`config.mk`:
```
export PLATFORM = sky130hd
export DESIGN_NAME = flash_cmd_sched
export DESIGN_NICKNAME = d
export VERILOG_FILES = /design/src/rtl/flash_pkg.sv /design/src/rtl/flash_rr_arb.sv /design/src/rtl/flash_cmd_sched.sv
export SDC_FILE = /design/constraint.sdc
export NUM_CORES = 1
export LEC_CHECK = 0
export CELL_PAD_IN_SITES_DETAIL_PLACEMENT = 2
export CELL_PAD_IN_SITES_GLOBAL_PLACEMENT = 2
export CORE_MARGIN = 3
export CORE_UTILIZATION = 29
export DETAILED_ROUTE_END_ITERATION = 7
export DONT_BUFFER_PORTS = 1
export PLACE_DENSITY = 0.72
export SYNTH_ARGS = -nofsm -noshare
export SYNTH_HDL_FRONTEND = slang
export SYNTH_SLANG_ARGS = --single-unit
```
`constraint.sdc`:
```
create_clock -name clk -period 1.9 [get_ports clk]
set_input_delay 0.285 -clock clk [delete_from_list [all_inputs] [get_ports clk]]
set_output_delay 0.285 -clock clk [all_outputs]
set_load 0.005 [all_outputs]
```
`src/rtl/flash_pkg.sv`:
```
// Shared flash opcode constants, scheduler state encoding and opcode helpers.
// Pure declarations, no latency.
// No flow control; the SPI engine reuses the same opcode constants.
package flash_pkg;

  localparam logic [7:0] OP_WREN = 8'h06;
  localparam logic [7:0] OP_PP   = 8'h02;
  localparam logic [7:0] OP_PP4  = 8'h38;
  localparam logic [7:0] OP_SE   = 8'h20;
  localparam logic [7:0] OP_WRSR = 8'h01;

  typedef enum logic [3:0] {
    IDLE,
    WREN_REQ,
    WREN_LO,
    WREN_HI,
    OP_REQ,
    OP_LO,
    OP_HI,
    BUSY_WAIT,
    DONE
  } state_t;

  // Opcodes that modify the array or status register need a Write Enable first.
  function automatic logic needs_wren(input logic [7:0] op);
    return (op == OP_PP) || (op == OP_PP4) || (op == OP_SE) || (op == OP_WRSR);
  endfunction

  // Internal busy time for an opcode; the cycle counts are supplied by the
  // instantiating block so they can be tuned per part.
  function automatic int unsigned busy_time(input logic [7:0] op,
                                            input int unsigned t_pp,
                                            input int unsigned t_se,
                                            input int unsigned t_wrsr);
    case (op)
      OP_PP, OP_PP4: return t_pp;
      OP_SE:         return t_se;
      OP_WRSR:       return t_wrsr;
      default:       return 0;
    endcase
  endfunction

endpackage

```
`src/rtl/flash_rr_arb.sv`:
```
// Round-robin arbiter: first requester at or above ptr (with wrap) wins.
// Combinational, zero latency.
// No backpressure; en=0 suppresses every grant.
module flash_rr_arb #(
  parameter int N_REQ  = 2,
  parameter int PTR_WD = 1
) (
  input  logic [N_REQ-1:0]  req,
  input  logic [PTR_WD-1:0] ptr,
  input  logic              en,
  output logic [N_REQ-1:0]  gnt,
  output logic [PTR_WD-1:0] next_ptr
);

  logic found;
  int   idx;

  // Scan from ptr upward with wrap; pointer moves just past the winner.
  always_comb begin
    gnt      = '0;
    next_ptr = ptr;
    found    = 1'b0;
    idx      = 0;
    for (int k = 0; k < N_REQ; k++) begin
      idx = int'(ptr) + k;
      if (idx >= N_REQ) idx = idx - N_REQ;
      if (en && !found && req[idx]) begin
        found    = 1'b1;
        gnt[idx] = 1'b1;
        next_ptr = (idx + 1 >= N_REQ) ? '0 : PTR_WD'(idx + 1);
      end
    end
  end

endmodule

```
`src/rtl/flash_cmd_sched.sv`:
```
// Shares the flash engine command port between requesters, inserting WREN and busy waits.
// Accept to fl_cmd_vld: 1 cycle; busy wait lasts exactly T_* cycles after write opcodes.
// Requests accepted only in IDLE; *_REQ holds fl_cmd/fl_cmd_vld until engine rdy is seen.
module flash_cmd_sched
  import flash_pkg::*;
#(
  parameter int          TOL_WD = 40,
  parameter int          CMD_WD = 8,
  parameter int          N_REQ  = 2,
  parameter int unsigned T_PP   = 4096,
  parameter int unsigned T_SE   = 65536,
  parameter int unsigned T_WRSR = 1024,
  parameter int          TMR_WD = 24
) (
  input  logic                    clk,
  input  logic                    rst,
  input  logic [N_REQ*TOL_WD-1:0] req_cmd,
  input  logic [N_REQ-1:0]        req_vld,
  output logic [N_REQ-1:0]        req_rdy,
  output logic [N_REQ-1:0]        req_done,
  output logic [TOL_WD-1:0]       fl_cmd,
  output logic                    fl_cmd_vld,
  input  logic                    fl_cmd_rdy,
  output logic                    busy
);

  localparam int PTR_WD = (N_REQ > 1) ? $clog2(N_REQ) : 1;
  localparam logic [TOL_WD-1:0] WREN_WORD = {CMD_WD'(OP_WREN), {(TOL_WD-CMD_WD){1'b0}}};

  state_t              state, state_n;
  logic [PTR_WD-1:0]   rr_ptr, next_ptr;
  logic [TMR_WD-1:0]   timer;
  logic [TOL_WD-1:0]   cmd_r, sel_cmd;
  logic [N_REQ-1:0]    gnt, gnt_r;
  logic [CMD_WD-1:0]   op_r, sel_op;
  logic                arb_en;

  assign arb_en = (state == IDLE);
  assign op_r   = cmd_r[TOL_WD-1 -: CMD_WD];
  assign sel_op = sel_cmd[TOL_WD-1 -: CMD_WD];
  assign busy   = (state != IDLE);

  flash_rr_arb #(
    .N_REQ  (N_REQ),
    .PTR_WD (PTR_WD)
  ) u_arb (
    .req      (req_vld),
    .ptr      (rr_ptr),
    .en       (arb_en),
    .gnt      (gnt),
    .next_ptr (next_ptr)
  );

  // Select the winning requester's command word from the one-hot grant.
  always_comb begin
    sel_cmd = '0;
    for (int i = 0; i < N_REQ; i++) begin
      if (gnt[i]) sel_cmd = req_cmd[i*TOL_WD +: TOL_WD];
    end
  end

  // State, grant capture and busy timer.
  always_ff @(posedge clk) begin
    if (rst) begin
      state  <= IDLE;
      rr_ptr <= '0;
      timer  <= '0;
      cmd_r  <= '0;
      gnt_r  <= '0;
    end else begin
      state <= state_n;
      if (state == IDLE && |req_vld) begin
        cmd_r  <= sel_cmd;
        gnt_r  <= gnt;
        rr_ptr <= next_ptr;
      end
      if (state == OP_HI && state_n == BUSY_WAIT) begin
        timer <= TMR_WD'(busy_time(8'(op_r), T_PP, T_SE, T_WRSR));
      end else if (state == BUSY_WAIT) begin
        timer <= timer - TMR_WD'(1);
      end
    end
  end

  // Next state and outputs; fl_cmd depends only on state so it cannot glitch mid-handshake.
  always_comb begin
    state_n    = state;
    req_rdy    = '0;
    req_done   = '0;
    fl_cmd     = '0;
    fl_cmd_vld = 1'b0;
    case (state)
      IDLE: begin
        req_rdy = gnt;
        if (|req_vld) state_n = needs_wren(8'(sel_op)) ? WREN_REQ : OP_REQ;
      end
      WREN_REQ: begin
        fl_cmd     = WREN_WORD;
        fl_cmd_vld = 1'b1;
        if (fl_cmd_rdy) state_n = WREN_LO;
      end
      WREN_LO: begin
        fl_cmd = WREN_WORD;
        if (!fl_cmd_rdy) state_n = WREN_HI;
      end
      WREN_HI: begin
        fl_cmd = WREN_WORD;
        if (fl_cmd_rdy) state_n = OP_REQ;
      end
      OP_REQ: begin
        fl_cmd     = cmd_r;
        fl_cmd_vld = 1'b1;
        if (fl_cmd_rdy) state_n = OP_LO;
      end
      OP_LO: begin
        fl_cmd = cmd_r;
        if (!fl_cmd_rdy) state_n = OP_HI;
      end
      OP_HI: begin
        fl_cmd = cmd_r;
        if (fl_cmd_rdy) state_n = needs_wren(8'(op_r)) ? BUSY_WAIT : DONE;
      end
      BUSY_WAIT: begin
        if (timer <= TMR_WD'(1)) state_n = DONE;
      end
      DONE: begin
        req_done = gnt_r;
        state_n  = IDLE;
      end
      default: state_n = IDLE;
    endcase
  end

endmodule
```
==> impl_metrics.env <==
export IMPL_max_stage_delay_ns=0.57
export IMPL_synthesis_nets=526
export IMPL_placed_area_um2=4050
export IMPL_layout_common_cells="66 x dfxtp_1, 52 x nor2_1, 52 x buf_4, 43 x nand2_1, 40 x a21oi_1"
export IMPL_post_drt_wl_per_cell_um=23.7
export IMPL_tightest_slew_ns=0.400
export IMPL_rows=40
export IMPL_h_tree_depth=3
export IMPL_synthToLayoutAreaGrowth_pct=39.6
export IMPL_yosysUniqueCellTypes=52
export IMPL_violations="negative setup slack"
export IMPL_setup_viol=31
export IMPL_design_area_um2=5050
export IMPL_grt_pass1_wl_um=20300
export IMPL_final_common_cell="dfxtp_1"
export IMPL_fin_util=0.417
export IMPL_skew_ns=0.00662
export IMPL_clkLatencyLatePin_ns=0.34
export IMPL_slowest_stage="or4_4"
export IMPL_cts_buffer_depth=2
export IMPL_cts_tree="done"
export IMPL_dieArea_um2=13800
export IMPL_hold_path_class="primary input to register"
export IMPL_path_cells="or4_4 > nand2b_4 > nor4_4 > mux2i_1 > nor2_1 > nor4_1"
export IMPL_wirelength_um=15800
export IMPL_synth_edf_count=0
export IMPL_num_vias=3597
export IMPL_synth_flop_cell="dfxtp_1"
export IMPL_p_leak_nw=2.03
export IMPL_slew_headroom=0.731
export IMPL_place_ws_ns=-0.0812
export IMPL_drtAntennaViolNets=0
export IMPL_arrival_ns=2.18
export IMPL_dp_cells=616
export IMPL_start_util=0.299
export IMPL_grt_max_degree=49
export IMPL_layout_setup_ws_ns=-0.0618
export IMPL_drtIter0Drc=154
export IMPL_final_period_utilization=1.03
export IMPL_final_max_slew_violation_count=0
export IMPL_grt_pass1_vias=3812
export IMPL_cp_end_kind="register"
export IMPL_io_buffers=0
export IMPL_status="complete, but fails checks"
export IMPL_cts_root_buf="clkbuf_16"
export IMPL_grt_overflow=0
export IMPL_cts_made_buffers=9
export IMPL_power_per_cell_area_nw_per_um2=965
export IMPL_die_w_um=118
export IMPL_antenna_found_initial=0
export IMPL_synth_area_per_cell_um2=8.24
export IMPL_drt_pass1_iter_count=4
export IMPL_final_nets=580
export IMPL_path_clk_slew_ns=0.06
export IMPL_required_ns=2.12
export IMPL_finalHoldViolations=0
export IMPL_maxCapViolations=0
export IMPL_synth_seq_cells=71
export IMPL_critPathMaxFanout=6
export IMPL_die_h_um=118
export IMPL_grt_setup_unrepaired="true"
export IMPL_io_pins=131
export IMPL_hold_worst_slack_ns=0.0172
export IMPL_syn_area_um2=3620
export IMPL_synthArstFlopShare=0
export IMPL_vdd_ir_drop_max_mv=0.372
export IMPL_drc=0
export IMPL_clock_sinks=71
export IMPL_num_antenna_cells=0
export IMPL_cp_start_kind="register"
export IMPL_cts_hold_buffers=0
export IMPL_fmax_mhz=510
export IMPL_synthesis_instances=439
export IMPL_gpl_final_weighted_congestion=0.764
export IMPL_core_region_area_um2=12100
export IMPL_min_period_ns=1.96
export IMPL_hpwl_um=8340
export IMPL_seq_area_frac_synth=0.393
export IMPL_drive_above_1_share=0.331
export IMPL_vias_per_cell=5.40
export IMPL_worstSetupPathType="register to register"
export IMPL_yosysWarnings=0
export IMPL_grt_util_all_layers=0.183
export IMPL_final_cells=666
[registers in the layout, indices dropped and copies added, names as in the netlist]
register / cells
rr_ptr: 1
cmd_r: 40
timer: 24
state: 4
gnt_r: 2
[per-layer routing]
metal,vias up,wire [um],track usage
met3,27,761,0.0360
met4,0,374,0.0601
met1,1804,6190,0.221
li1,1650,-,-
met2,116,8450,0.326
met5,-,0,0
[cell usage after synthesis (3+ instances only)]
cell type	n	area share
a32oi_1	4	0.0097
and2_1	39	0.067
a32o_1	3	0.0083
nor4b_1	3	0.0073
or2_2	3	0.0052
inv_1	6	0.0062
a21oi_1	40	0.055
a211oi_1	5	0.010
xnor2_1	15	0.036
a22oi_1	37	0.077
xor2_1	12	0.029
nor2_1	52	0.054
dfxtp_1	71	0.39
o21ai_0	3	0.0041
mux2i_1	3	0.0083
clkbuf_1	21	0.022
buf_2	9	0.012
nor4_1	7	0.012
or3_1	4	0.0069
o21ai_1	3	0.0041
nand2_1	44	0.046
nor3b_1	3	0.0062
nor3_1	14	0.019
[area by class of cell]
class / instances / area [um^2]
tap: 168 / 210
timing repair buffer: 75 / 851
fill: 1350 / 7060
sequential: 71 / 1440
clock inverter: 3 / 42.5
inverter: 7 / 26.3
clock buffer: 13 / 250
multi-input combinational: 329 / 2230
[repair_timing]
| item | 4_1_cts | 5_1_grt |
|---|---|---|
| gates resized for setup | 34 | 44 |
| endpoints found under the hold margin | 0 | 0 |
| gates cloned | 4 | 10 |
| endpoints found under the setup margin | 65 | 96 |
| pin swaps | 5 | 40 |
| buffers inserted | 8 | 13 |
[worst max-delay path: cells and delay by family, from the launching register on]
| family | cells | cell delay (ns) |
|---|---|---|
| flops | 1 | 0.33 |
| mux | 1 | 0.15 |
| simple gates | 5 | 1.36 |
[logic make-up (layout without fill, tap and decap cells)]
family          after synthesis  count (layout)  share of synthesized area
mux                           3               3                    0.00830
fa+ha+maj                     2               2                    0.00692
compound gates              104             105                      0.192
buf+inv                      40              98                     0.0488
simple gates                192             192                      0.286
flops                        71              71                      0.393
xor+xnor                     27              27                     0.0654
[report_power, final]
part | switching (W) | internal (W) | total (W)
sequential | 0.000106 | 0.00162 | 0.00173
combinational | 0.000723 | 0.000723 | 0.00145
clock | 0.000646 | 0.00105 | 0.00170
total | 0.00147 | 0.00340 | 0.00487
[path summary, 6_finish.rpt]
| kind | startpoint | endpoint | slack, ns | cells after the start |
|---|---|---|---|---|
| worst min register to register | cmd_r[13] | cmd_r[13] | 0.45 | 2 |
| worst min-delay path | rst | gnt_r[1] | 0.02 | 1 |
| worst max register to register | timer[9] | state[1] | -0.06 | 6 |
| worst max-delay path | timer[9] | state[1] | -0.06 | 6 |
[stage by stage]
step / total power, W / TNS [ns]
floorplan: 0.00231 / 0
global placement: 0.00258 / -0.0285
detailed placement: 0.00263 / -1.03
CTS: 0.00455 / -0.829
global route: 0.00511 / -7.11
finish: 0.00487 / -0.813
No activity file was read; power rests on OpenSTA's default activity.
